**src/rtl/shared_reg_arbiter.sv**
```systemverilog
// Round-robin owner arbitration and grant/capture/ack sequencing for one
// shared WIDTH-bit storage register written by NREQ requesters.
module shared_reg_arbiter #(
  parameter  int WIDTH = 8,
  parameter  int NREQ  = 4,
  localparam int IW    = $clog2(NREQ)
) (
  input  logic                  clk,
  input  logic                  rst_n,
  input  logic [NREQ-1:0]       req,
  input  logic [NREQ*WIDTH-1:0] wdata,
  output logic [NREQ-1:0]       gnt,
  output logic [NREQ-1:0]       ack,
  output logic [WIDTH-1:0]      q,
  output logic [IW-1:0]         owner,
  output logic                  busy
);

  typedef enum logic [1:0] {IDLE, GRANT, ACK} state_t;

  state_t                       state, state_d;
  logic   [IW-1:0]              w, w_d, ptr, pick;
  logic   [NREQ-1:0]            w_oh, cand;
  logic   [NREQ-1:0][WIDTH-1:0] wd;
  logic                         found;

  assign wd = wdata;

  genvar gi;
  generate
    for (gi = 0; gi < NREQ; gi++) begin : g_oh
      assign w_oh[gi] = (w == IW'(gi));
    end
  endgenerate

  // In ACK the requester just served is masked so it cannot win twice in a row
  assign cand = (state == ACK) ? (req & ~w_oh) : req;

  always_comb begin
    int idx;
    found = 1'b0;
    pick  = ptr;
    idx   = 0;
    for (int k = 1; k <= NREQ; k++) begin
      idx = int'(ptr) + k;
      if (idx >= NREQ) idx -= NREQ;
      if (!found && cand[idx]) begin
        found = 1'b1;
        pick  = IW'(idx);
      end
    end
  end

  always_comb begin
    state_d = state;
    w_d     = w;
    case (state)
      IDLE: if (found) begin
        state_d = GRANT;
        w_d     = pick;
      end
      GRANT: state_d = ACK;
      ACK: begin
        if (found) begin
          state_d = GRANT;
          w_d     = pick;
        end else begin
          state_d = IDLE;
        end
      end
      default: state_d = IDLE;
    endcase
  end

  always_ff @(posedge clk) begin
    if (!rst_n) begin
      state <= IDLE;
      w     <= '0;
      ptr   <= IW'(NREQ - 1);
      q     <= '0;
      owner <= '0;
    end else begin
      state <= state_d;
      w     <= w_d;
      if (state == GRANT) begin
        q     <= wd[w];
        owner <= w;
        ptr   <= w;
      end
    end
  end

  assign gnt  = (state == GRANT) ? w_oh : '0;
  assign ack  = (state == ACK)   ? w_oh : '0;
  assign busy = (state != IDLE);

endmodule
```
**config.mk**
```make
export PLATFORM = sky130hd
export DESIGN_NAME = shared_reg_arbiter
export DESIGN_NICKNAME = d
export VERILOG_FILES = /design/src/rtl/shared_reg_arbiter.sv
export SDC_FILE = /design/constraint.sdc
export NUM_CORES = 1
export LEC_CHECK = 0
export BUFFER_PORTS_ARGS = -buffer_cell sky130_fd_sc_hd__buf_2
export CORE_MARGIN = 10
export CORE_UTILIZATION = 45
export CTS_BUF_LIST = sky130_fd_sc_hd__clkbuf_4
export CTS_CLUSTER_SIZE = 8
export DETAILED_ROUTE_END_ITERATION = 12
export GPL_TIMING_DRIVEN = 0
export PLACE_DENSITY_LB_ADDON = 0.05
export SYNTH_ARGS = -nofsm -noshare
export SYNTH_HDL_FRONTEND = slang
export SYNTH_SLANG_ARGS = --single-unit
```
**constraint.sdc**
```tcl
create_clock -name clk -period 1.6 [get_ports clk]
set_input_delay 0.08 -clock clk [delete_from_list [all_inputs] [get_ports clk]]
set_output_delay 0.08 -clock clk [all_outputs]
set_load 0.1 [all_outputs]
```
; ---- Yosys cells after proc, flatten, opt, wreduce, memory -nomap -nowiden
; Cells that the tools add are included.
[classes]
reduce_logical = 11
n_lt_le_gt_ge = 9
shift = 0
div = 0
multipliers = 0
n_addsub = 8
n_bitwise = 2
muxes = 32
n_eq_ne = 6
[ops]
columns = op, n
row1 = 32-bit by 4-bit < comparator with 1-bit output (second input constant), 4
row2 = 32-bit two-way mux, 4
row3 = 8-bit binary-select mux with 2-bit select, 1
row4 = 1-bit two-way mux, 13
row5 = 4-bit two-way mux, 3
row6 = 3-bit by 3-bit subtractor with 4-bit output (second input constant), 3
row7 = 2-bit two-way mux, 5
row8 = 3-bit greater-or-equal comparator (second input constant), 3
row9 = 1-bit binary-select mux with 2-bit select, 4
row10 = 8-bit two-way mux, 1
row11 = 2-bit by 2-bit adder with 3-bit output (second input constant), 2
row12 = 2-bit == test (second input constant), 3
row13 = 2-bit case mux with 3 select lines, 1
row14 = 4-bit by 3-bit subtractor with 5-bit output (second input constant), 1
row15 = 2-bit by 3-bit adder with 4-bit output (second input constant), 1
row16 = 4-bit AND, 1
row17 = 2-bit by 1-bit == test with 1-bit output (second input constant), 2
row18 = 4-bit by 3-bit greater-or-equal comparator with 1-bit output (second input constant), 1
row19 = 2-bit zero test, 2
row20 = 4-bit inverter, 1
row21 = 2-bit by 1-bit adder with 3-bit output (second input constant), 1
row22 = 1-bit logical AND, 3
row23 = 1-bit zero test, 3
row24 = 2-bit by 3-bit < comparator with 1-bit output (second input constant), 1
row25 = other kinds (4), 4
[word_totals]
input_bits = 38
elab_cells = 73
n_memories = 0
ff_bits = 16
ram_bits = 0
romBits = 0
latch_bits = 0

; ---- Logic depth before layout (Yosys ltp)
[logic_depth]
depth_word = 19
ltp_mapped = 5
depth_no_buf = 4

; ---- Least setup slack after synthesis
; No wires, ideal clock.
[synth_path]
path_type = register to output
startpoint = reg w[0]
endpoint = out ack[0]
path_slack_ns = -2.288
t_arrival_ns = 3.808
n_path_buf = 2
required_time_ns = 1.520
stages_incl_launch_ff = 4
path_cell_list = dfxtp_1 -> buf_4 -> buf_2 -> nor4b_1
[synth_via]
elab_chain_len = 2
[synth_rtl]
columns = item, line
row1 = start: declaration, 22  ; logic [IW-1:0] w, w_d, ptr, pick;
row2 = start signal: assignment, 84  ; w <= w_d;
row3 = 2-bit zero test, 32  ; assign w_oh[gi] = (w == IW'(gi));
row4 = 4-bit two-way mux, 94  ; assign ack = (state == ACK) ? w_oh : '0;
row5 = end: declaration, 13  ; output logic [NREQ-1:0] ack,
; Every way passes these cells.

; ---- Worst setup path after layout
; Same ends and word-level chain as after synthesis.

==> flow_metrics.tcl <==
set metrics [dict create \
    hold_class "in2reg" \
    numCtsBuffers 3 \
    grtUsageTotal_pct 14.70 \
    syn2layout_area_growth_pct 52.05 \
    row_count 17 \
    grt.overflow.total 0 \
    io_buffer_count 56 \
    cts_hold_buf 0 \
    seq_area_frac_synth_pct 30.92 \
    hpwlAfterDp_mm 2.626 \
    start_util_pct 46.83 \
    antenna_left 0 \
    outcome "complete, no violations" \
    path_clk_slew_ps 100 \
    yosys_warnings 0 \
    final.setup_skew_ps 11.83 \
    drc 0 \
    leakagePower_nw 0.6869 \
    synth_fp_nets 148 \
    cts_tree "done" \
    tightest_slew_ps 498.4 \
    synth_area_um2 1036 \
    clock-sinks 16 \
    criticalPathCategory "reg2out" \
    dp_slack_ps -89.87 \
    wl_per_cell_um 16.59 \
    setup_viol 0 \
    final_util_pct 71.21 \
    async_flop_share_pct 0 \
    synth-seq-cells 16 \
    period_needed_ps 1558 \
    dieArea_um2 4621 \
    die_y_um 67.98 \
    postRouteWirelength_mm 3.284 \
    layout-drive-gt1-share_pct 57.06 \
    clock_path_buffers 2 \
    grt_start_max_net_pins 11 \
    clock-root-buffer "clkbuf_4" \
    power_density_nw_per_um2 934.9 \
    num_antenna_cells 0 \
    max_freq_mhz 641.9 \
    fin_crit_sh_pct 97.37 \
    synth_cell_types 37 \
    crit_fanout 10 \
    dieWidth_um 67.98 \
    dr.pass1.iters 7 \
    slew_headroom_pct 67.01 \
    grt_pass1_wl_mm 5.361 \
    routed_via_density 5.495 \
    ys.flop_type "dfxtp_1" \
    avgSynthCellArea_um2 9.418 \
    htreeDepth 1 \
    whs_ps 116.2 \
    synth_edf_count 0 \
    grt_pass1_vias 1112 \
    hold_viol_final 0 \
    cp.required_ps 1520 \
    final_max_slew_viol_count 0 \
    cp.arrival_ps 1480 \
    via_count 1088 \
    end_kind "output port" \
    drtIter0Drc 70 \
    critPathLaunchType "flip-flop" \
    power_mw 1.473 \
    core-area_um2 2212 \
    vdd_ir_drop_max_uv 521.6 \
    ioPinCount 57 \
    fin_nets 210 \
    antenna_found_initial 0 \
    insertion_delay_ps 280 \
    maxCapViolations 0 \
    synthCells 110 \
    gp_congestion 0.8577 \
    setup_slack_ps 42.10 \
]
power by group:
part	leakage, nW	total (mW)	internal, mW	switching [mW]
sequential	0.133	0.478	0.444	0.0336
clock	0.0138	0.211	0.0872	0.124
combinational	0.540	0.784	0.284	0.500
cell usage after synthesis, types with 2 or more instances:
cell type	instances	share of area, %
dfxtp_1	16	31
nor4b_1	3	2.5
clkbuf_1	3	1.1
mux4_2	8	17
nand2_1	22	8.0
and2_1	2	1.2
and4b_1	2	1.9
nor3_1	2	0.97
o31ai_1	3	2.2
o21ai_0	2	0.97
a21boi_0	10	7.2
buf_4	2	1.4
and4bb_2	2	2.4
inv_1	3	1.1
nor2_1	5	1.8
nand3_1	2	0.97
buf_2	3	1.4
final timing paths:
kind,from,end,slack [ps],cells past startpoint
setup / recovery,w[0]$_SDFFE_PN0P_,ack[0],40,4
hold / removal,rst_n,q[2]$_SDFFE_PN0P_,120,2
setup reg to reg,w[0]$_SDFFE_PN0P_,w[1]$_SDFFE_PN0P_,50,5
hold reg to reg,owner[0]$_SDFFE_PN0P_,owner[0]$_SDFFE_PN0P_,470,2
stage by stage:
step | TNS (ps) | instances | cell area (µm²)
global route | -12.68 | 198 | 1575
global placement | -20.82 | 194 | 1436
floorplan | -440.7 | 110 | 1121
finish | 0 | 198 | 1575
detailed placement | -96.77 | 194 | 1436
CTS | 0 | 198 | 1526
metal layers:
layer  track usage, %  vias to the layer above  wire length [µm]
met4            4.774                        0                16
met3            4.731                        2               348
li1                 -                      531                 -
met1            17.27                      507              1263
met5                0                        -                 0
met2            24.77                       48              1656
final cells by class:
class,instances,area [µm²]
Sequential cell,16,326.6
Multi-Input combinational cell,82,730.7
Fill cell,182,636.9
Buffer,8,93.84
Tap cell,28,35.03
Inverter,3,11.26
Timing Repair Buffer,58,355.3
Clock buffer,3,22.52
sequential cells by signal (all words and copies together) (netlist names):
signal,flops
w,2
ptr,2
q,8
owner,2
state,2
critical path, cell delays in order, from the launching register on:
cell     delay, ps
dfxtp_4        380
buf_12         150
buf_12         140
nor4b_4        260
buf_6          260
timing repair:
| item | in CTS | in global routing |
|---|---|---|
| endpoints found under the setup margin | 8 | 11 |
| resized for setup | 20 | 14 |
| pin swaps | 1 | 1 |
| setup buffers | 1 | 1 |
placed cells by master, fill, tap and decap left out, types with 2 or more instances in the layout:
cell,instances
dfxtp_1,13
buf_12,4
dfxtp_2,2
clkbuf_4,3
and2_1,2
buf_6,6
nor4_2,2
inv_1,3
nand2_1,21
nand3_1,2
nor2_1,3
buf_4,5
buf_2,48
a21boi_0,10
o31ai_1,3
o21ai_0,2
mux4_2,8
and4bb_2,2
cell families after synthesis:
group	synth area share, %
AOI/OAI and AO/OA	16.43
and+or+nand+nor	28.02
muxes	18.48
buffers and inverters	6.158
DFF	30.92
No activity file was read; power rests on OpenSTA's default activity.
